[src/rtl/run_supervisor.sv]
// Run controller for the MIPS_R2000 core: sequences core reset, counts RUN cycles and
// ends the run on halt instruction, hung PC or cycle budget. Optional macro: RUN_SUPERVISOR_PERF_CNT_EN.
module run_supervisor #(
  parameter int          CNT_W       = 32,
  parameter int          MAX_CYCLES  = 2048,
  parameter int          RST_HOLD    = 4,
  parameter int          STALL_LIMIT = 16,
  parameter logic [31:0] HALT_INSTR  = 32'h0000_000C,
  parameter logic [31:0] HALT_MASK   = 32'hFC00_003F
) (
  input  logic             CLK,
  input  logic             RST,
  input  logic [31:0]      pc_in,
  input  logic [31:0]      instr_in,
`ifdef RUN_SUPERVISOR_PERF_CNT_EN
  input  logic             retire_in,
  output logic [CNT_W-1:0] instr_cnt,
`endif
  output logic             cpu_rst,
  output logic [1:0]       state,
  output logic [CNT_W-1:0] cycle_cnt,
  output logic             done,
  output logic             halted,
  output logic             hung,
  output logic             timeout
);

  typedef enum logic [1:0] {
    ST_HOLD = 2'b00,
    ST_RUN  = 2'b01,
    ST_DONE = 2'b10
  } state_e;

  localparam int HW = (RST_HOLD > 1) ? $clog2(RST_HOLD) : 1;
  localparam int SW = $clog2(STALL_LIMIT);
  localparam logic [HW-1:0]    HOLD_LAST  = HW'(RST_HOLD - 1);
  localparam logic [SW-1:0]    STALL_LAST = SW'(STALL_LIMIT - 2);
  localparam logic [SW-1:0]    STALL_ONE  = SW'(1);
  localparam logic [HW-1:0]    HOLD_ONE   = HW'(1);
  localparam logic [CNT_W-1:0] CYC_LAST   = CNT_W'(MAX_CYCLES - 1);
  localparam logic [CNT_W-1:0] CNT_ONE    = CNT_W'(1);

  state_e           state_r;
  logic [HW-1:0]    hold_cnt_r;
  logic [SW-1:0]    stall_cnt_r;
  logic [31:0]      pc_prev_r;
  logic             pc_valid_r;
  logic [CNT_W-1:0] cycle_cnt_r;
  logic             cpu_rst_r;
  logic             done_r;
  logic             halted_r;
  logic             hung_r;
  logic             timeout_r;

  logic             pc_same_s;
  logic             halt_s;
  logic             stall_s;
  logic             budget_s;

  // Termination conditions evaluated on the current RUN-cycle inputs
  always_comb begin
    pc_same_s = pc_valid_r && (pc_in == pc_prev_r);
    halt_s    = ((instr_in & HALT_MASK) == (HALT_INSTR & HALT_MASK));
    stall_s   = pc_same_s && (stall_cnt_r == STALL_LAST);
    budget_s  = (cycle_cnt_r == CYC_LAST);
  end

  // Supervisor state machine with registered status outputs
  always_ff @(posedge CLK) begin
    if (RST) begin
      state_r     <= ST_HOLD;
      hold_cnt_r  <= '0;
      stall_cnt_r <= '0;
      pc_prev_r   <= 32'h0000_0000;
      pc_valid_r  <= 1'b0;
      cycle_cnt_r <= '0;
      cpu_rst_r   <= 1'b1;
      done_r      <= 1'b0;
      halted_r    <= 1'b0;
      hung_r      <= 1'b0;
      timeout_r   <= 1'b0;
    end else begin
      case (state_r)
        ST_HOLD: begin
          if (hold_cnt_r == HOLD_LAST) begin
            state_r   <= ST_RUN;
            cpu_rst_r <= 1'b0;
          end else begin
            hold_cnt_r <= hold_cnt_r + HOLD_ONE;
          end
        end
        ST_RUN: begin
          pc_prev_r   <= pc_in;
          pc_valid_r  <= 1'b1;
          stall_cnt_r <= pc_same_s ? (stall_cnt_r + STALL_ONE) : '0;
          // The terminating cycle is counted too, so cycle_cnt tops out at MAX_CYCLES
          cycle_cnt_r <= cycle_cnt_r + CNT_ONE;
          if (halt_s || stall_s || budget_s) begin
            state_r   <= ST_DONE;
            done_r    <= 1'b1;
            halted_r  <= halt_s;
            hung_r    <= !halt_s && stall_s;
            timeout_r <= !halt_s && !stall_s && budget_s;
          end else begin
            state_r <= ST_RUN;
          end
        end
        ST_DONE: begin
          state_r <= ST_DONE;
        end
        default: begin
          state_r    <= ST_HOLD;
          hold_cnt_r <= '0;
          cpu_rst_r  <= 1'b1;
        end
      endcase
    end
  end

  assign state     = state_r;
  assign cpu_rst   = cpu_rst_r;
  assign cycle_cnt = cycle_cnt_r;
  assign done      = done_r;
  assign halted    = halted_r;
  assign hung      = hung_r;
  assign timeout   = timeout_r;

`ifdef RUN_SUPERVISOR_PERF_CNT_EN
  logic [CNT_W-1:0] instr_cnt_r;

  // Retired-instruction counter, live only in RUN and saturating at all-ones
  always_ff @(posedge CLK) begin
    if (RST) begin
      instr_cnt_r <= '0;
    end else if ((state_r == ST_RUN) && retire_in && !(&instr_cnt_r)) begin
      instr_cnt_r <= instr_cnt_r + CNT_ONE;
    end else begin
      instr_cnt_r <= instr_cnt_r;
    end
  end

  assign instr_cnt = instr_cnt_r;
`endif

endmodule

[config.mk]
export PLATFORM = sky130hd
export DESIGN_NAME = run_supervisor
export DESIGN_NICKNAME = d
export VERILOG_FILES = /design/src/rtl/run_supervisor.sv
export SDC_FILE = /design/constraint.sdc
export NUM_CORES = 1
export LEC_CHECK = 0
export ABC_AREA = 1
export CORE_MARGIN = 2
export CORE_UTILIZATION = 45
export CTS_BUF_LIST = sky130_fd_sc_hd__clkbuf_16
export CTS_CLUSTER_SIZE = 40
export DETAILED_ROUTE_END_ITERATION = 12
export PLACE_DENSITY = 0.77
export SLEW_MARGIN = 0
export SYNTH_ARGS = -nofsm -noshare
export SYNTH_HDL_FRONTEND = slang
export SYNTH_SLANG_ARGS = --single-unit
export TNS_END_PERCENT = 1
[constraint.sdc]
create_clock -name CLK -period 1.8 [get_ports CLK]
set_input_delay 0.36 -clock CLK [delete_from_list [all_inputs] [get_ports CLK]]
set_output_delay 0.36 -clock CLK [all_outputs]
set_load 0.02 [all_outputs]
Word level (Yosys, flattened, before mapping)
Cells that the tools add are included.
{"block": "totals", "regBits": 78}
{"block": "classes", "n_addsub": 3, "eq_ne": 9, "mux": 8, "bitwise": 1, "n_reduce_logical": 14}
{"operator": "adder 32 x 1 -> 32 bit, second input constant", "count": 1}
{"operator": "equality test 32 x 11 -> 1 bit, second input constant", "count": 1}
{"operator": "equality test 32 bit", "count": 1}
{"operator": "equality test 12 x 4 -> 1 bit, second input constant", "count": 1}
{"operator": "two-way mux 2 bit", "count": 3}
{"operator": "one-hot mux 2 bit (3 select lines)", "count": 1}
{"operator": "AND reduction 2 bit", "count": 3}
{"operator": "logical AND 1 bit", "count": 5}
{"operator": "adder 4 x 1 -> 4 bit, second input constant", "count": 1}
{"operator": "equality test 2 bit, second input constant", "count": 2}
{"operator": "equality test 4 bit, second input constant", "count": 1}
{"operator": "two-way mux 4 bit", "count": 1}
{"operator": "!= test 2 bit, second input constant", "count": 2}
{"operator": "one-hot mux 2 bit (2 select lines)", "count": 1}
{"operator": "adder 2 x 1 -> 2 bit, second input constant", "count": 1}
{"operator": "equality test 2 x 1 -> 1 bit, second input constant", "count": 1}
{"operator": "zero test 1 bit", "count": 2}
{"operator": "zero test 2 bit", "count": 1}
{"operator": "logical OR 1 bit", "count": 2}
{"operator": "one-hot mux 1 bit (2 select lines)", "count": 1}
{"operator": "OR reduction 2 bit", "count": 1}
{"operator": "two-way mux 1 bit", "count": 1}
{"operator": "NOT 1 bit", "count": 1}

Depth between registers and ports, before layout
{"block": "depth", "ltp_word": 7, "depth_mapped": 14, "mapped_depth_nobuf": 14}

Worst setup path after synthesis
Ideal clock, no wire load.
{"block": "synth_path", "kind": "flip-flop to flip-flop", "start": "register state_r[0] (netlist: state[0])", "end": "register cycle_cnt_r[25] (netlist: cycle_cnt[25])", "setup_time_ns": 0.113, "arrival_time_ns": 1.828, "setup_slack_ns": -0.141, "path_stages_with_launch": 13, "cell_sequence": "dfxtp_1 > ha_1 > inv_2 > nor2_2 > inv_2 > nor2_4 > nand2_2 > nor3_4 > nand3_2 > nor2_4 > nand3_2 > nor2_1 > nor2_1"}
{"block": "synth_between", "elab_chain_len": 1}
{"element": "start, declared", "line": "43", "rtl": "state_e state_r;"}
{"element": "start signal, assigned", "line": "71", "rtl": "state_r <= ST_HOLD;"}
{"element": "start signal, assigned", "line": "86", "rtl": "state_r <= ST_RUN;"}
{"element": "start signal, assigned", "line": "99", "rtl": "state_r <= ST_DONE;"}
{"element": "equality test 2 x 1 -> 1 bit", "line": "83", "rtl": "case (state_r)"}
{"element": "end signal, assigned", "line": "97", "rtl": "cycle_cnt_r <= cycle_cnt_r + CNT_ONE;"}
{"element": "end, declared", "line": "48", "rtl": "logic [CNT_W-1:0] cycle_cnt_r;"}
No other way between the ends.
A chain may end at the register's enable or synchronous reset.

Worst setup path in the final report
{"block": "layout_path", "start": "input port pc_in[25]", "end": "register hung_r (netlist: hung)"}
{"block": "layout_between", "elab_chain_len": 6}
{"element": "start, declared", "line": "13", "rtl": "input logic [31:0] pc_in,"}
{"element": "equality test 32 bit (*)", "line": "62", "rtl": "pc_same_s = pc_valid_r && (pc_in == pc_prev_r);"}
{"element": "logical AND 1 bit (*)", "line": "62"}
{"element": "logical AND 1 bit (*)", "line": "64", "rtl": "stall_s = pc_same_s && (stall_cnt_r == STALL_LAST);"}
{"element": "logical OR 1 bit (2 in a row)", "line": "98", "rtl": "if (halt_s || stall_s || budget_s) begin"}
{"element": "AND reduction 2 bit (no source line)"}
{"element": "end signal, assigned", "line": "102", "rtl": "hung_r <= !halt_s && stall_s;"}
{"element": "end, declared", "line": "52", "rtl": "logic hung_r;"}
Every way passes the cells marked *; elsewhere a longest branch is shown, timed or not.

==> results.py <==
metrics = {
    "run_status": {
        "status": "complete, but fails checks",
        "violations": "negative setup slack",
    },
    "final_layout": {
        "synthToLayoutAreaGrowth_pct": 43.2,
        "fin_nets": 881,
        "mostFrequentLayoutCells": "157 x nand2_1, 98 x inv_1, 88 x nor2_1, 73 x clkdlybuf4s50_1, 72 x dfxtp_1",
        "drive_above_1_share_pct": 14.1,
        "final_common_cell": "nand2_1",
        "diodes": 0,
    },
    "floorplanning": {
        "fp-row-count": 35,
        "io_pins": 105,
        "core_um2": 9200,
        "die_y_um": 101,
        "floorplan.initialDensity_pct": 46.1,
        "dieArea_um2": 10200,
        "fp.dieW_um": 101,
    },
    "min_path": {
        "hold_start": "pc_in[6]",
        "hp-class": "in -> reg",
        "hold_depth": 3,
        "hold_end": "pc_prev_r[6]",
    },
    "route": {
        "wirelength_mm": 12.3,
        "vias": 4755,
        "post-route-drc-count": 0,
        "wl_per_cell_um": 13.3,
        "dr.pass1.iters": 5,
        "drt_first_iter_violations": 216,
        "routed_via_density": 5.15,
        "drtAntennaViolNets": 0,
    },
    "synth": {
        "syn_area_um2": 4240,
        "syn_inst": 666,
        "yosys_warnings": 0,
        "synthDistinctLibCells": 32,
        "avgSynthCellArea_um2": 6.36,
        "synth_seq_area_share_pct": 36.9,
        "synth-seq-cells": 78,
        "synth_fp_nets": 739,
    },
    "sta": {
        "max_freq_mhz": 546,
        "maxSlewViolCount": 0,
        "finalHoldViolCount": 0,
        "hold_ws_ns": 0.332,
        "slew_headroom_pct": 73.1,
        "setup-violations-final": 2,
        "worst_slack_ns": -0.0307,
        "finClkSkew_ns": 0.00931,
        "period_share_pct": 102,
        "worst_slew_pin_slew_ns": 0.400,
        "rsz0062_at_grt": "true",
        "fin_crit_ns": 1.83,
    },
    "clock_network": {
        "cts_sinks": 78,
        "clock-root-buffer": "clkbuf_16",
        "cts_htree_levels": 3,
        "path_clk_slew_ns": 0.07,
        "cts_buffer_depth": 2,
        "clock_latency_ns": 0.34,
        "cts_tree": "yes",
        "cts_buffers": 9,
    },
    "power": {
        "internal_power_w": 0.00364,
        "vdd.ir_drop.worst_mv": 0.561,
        "p_comb_share_pct": 25.9,
        "power_density_nw_per_um2": 884,
        "p_seq_share_pct": 40.0,
        "power.switching_w": 0.00173,
        "swShare_pct": 32.2,
        "p_leak_nw": 2.76,
        "power_w": 0.00537,
        "pwr-share-clk_pct": 34.1,
    },
    "place": {
        "globalplace.congestion": 0.949,
        "io_buffers": 84,
        "hpwl_mm": 9.22,
    },
    "grt": {
        "grtUsageTotal_pct": 24.8,
        "antenna_found_initial": 0,
        "grt_start_max_net_pins": 41,
        "grt_overflow_total": 0,
        "grt_pass1_vias": 4440,
        "grt_pass1_wl_mm": 20.3,
    },
    "critical_path": {
        "critPathArrivalTime_ns": 2.09,
        "start_kind": "primary input",
        "crit_family": "simple AND/OR/NAND/NOR gates",
        "worst_r2r_startpoint": "state[1]",
        "rrSetupSlack_ns": 0,
        "rr_endpoint": "cycle_cnt[25]",
        "slowest_delay_ns": 0.49,
        "cp-end-kind": "flop",
        "crit_chain": "clkdlybuf4s50_1, inv_1, nand2_1, nand2_1, nor2_1, nand2_1, nor2_1, nand2_1, nor2_2, nand4_1, or2_4, a21oi_1",
        "ff2ff_path_depth": 13,
        "crit_fanout": 2,
        "crit_type": "in -> reg",
        "critPathMostFrequentCell": "nand2_1",
        "slowest_stage": "clkdlybuf4s50_1",
        "cp_num_buf_inv": 2,
        "worstPathRequired_ns": 2.06,
    },
    "run": {
        "maxCapViolations": 0,
    },
}
what timing repair did:
item | 4_1_cts | 5_1_grt
pin swaps | 4 | 5
setup buffers | 1 | 0
resized for setup | 6 | 33
hold buffers | 0 | 0
setup endpoints to repair | 6 | 35
per-layer routing:
layer	global-route usage (%)	share of wire, %	wire, um
met4	8.84	1.9	240
met5	0	0	0
met1	31.4	43	5360
met2	42.9	49	6000
met3	3.54	6.0	736
power groups by stage:
stage	Combinational, W	Clock (W)	Sequential (W)
2_1_floorplan	0.000848	0	0.00217
3_3_place_gp	0.00132	0	0.00216
3_5_place_dp	0.00137	0	0.00217
4_1_cts	0.00138	0.00187	0.00214
5_1_grt	0.00157	0.00194	0.00218
6_report	0.00139	0.00183	0.00214
how the worst max path moves through the flow:
| stage | from | end | slack (ns) | cells past startpoint |
|---|---|---|---|---|
| after floorplan | cycle_cnt[2] | cycle_cnt[25] | -0.03 | 11 |
| final | pc_in[25] | hung | -0.03 | 12 |
| after detailed placement | pc_in[5] | hung | -0.41 | 12 |
| after global routing | pc_in[4] | done | -0.17 | 13 |
| after CTS | state[1] | cycle_cnt[25] | -0.03 | 13 |
| after global placement | pc_in[5] | hung | -0.37 | 12 |
synth_stat cells, drive strengths merged:
master  count  share of area [%]
xnor2       6                1.2
nor2      100                9.3
nand4      15                2.2
nor3       20                2.6
nand2     160                 14
nor3b       1               0.18
nor4        5               0.74
nand3b      3               0.53
inv       101                8.9
nand3      28                3.5
o21ai      53                6.3
buf         3               0.32
a211oi      2               0.35
ha          7                2.1
o21a        3               0.53
clkbuf     13                1.2
a21oi      58                6.9
xor2        4               0.83
and3        1               0.15
or2         1               0.15
o2111a      1               0.27
o22ai       1               0.15
dfxtp      78                 37
a221oi      1               0.21
o221a       1               0.27
kinds of logic after synthesis:
| group | synth area share [%] |
|---|---|
| AO/OA/AOI/OAI | 14.9 |
| XOR/XNOR | 2.07 |
| adder cells (fa/ha/maj) | 2.07 |
| buffers and inverters | 10.4 |
| flip-flops | 36.9 |
| AND/OR/NAND/NOR | 33.7 |
registers in the layout, summed over array words and instances, names as in the netlist:
signal	cells
pc_valid_r	1
hung	1
stall_cnt_r	4
done	1
state	2
halted	1
pc_prev_r	32
timeout	1
hold_cnt_r	2
cpu_rst	1
cycle_cnt	32
stage by stage:
step | setup TNS, ns | setup WS (ns) | utilization (%) | instance area, um2 | instances
after floorplan | -0.0304 | -0.0304 | - | 4260 | 666
after global placement | -2.26 | -0.365 | 61.5 | 5660 | 907
after detailed placement | -2.74 | -0.411 | 61.5 | 5660 | 907
after CTS | -0.0425 | -0.0344 | 65.1 | 5990 | 924
after global routing | -1.21 | -0.171 | 66.0 | 6070 | 924
final | -0.0343 | -0.0307 | 66.0 | 6070 | 924
worst register-to-register path: stages, from the launching register on:
cell and delay, ns:
dfxtp_4 0.35, inv_4 0.06, ha_4 0.14, inv_4 0.05, nor2_4 0.11, inv_2 0.06
nor2_4 0.09, nand2_2 0.08, nor3_4 0.23, nand3_2 0.15, nor2_4 0.15, nand3_2 0.08
nor2_1 0.10, nor2_1 0.05
layout make-up:
cell class                 count  area (um2)
fill                         805        3130
multi-input combinational    471        2320
sequential                    78        1570
timing repair buffer         147        1350
inverter                     101         384
clock buffer                   9         225
tap                          111         139
clock inverter                 7        73.8
Note: power is estimated with default switching activity, not from simulation.
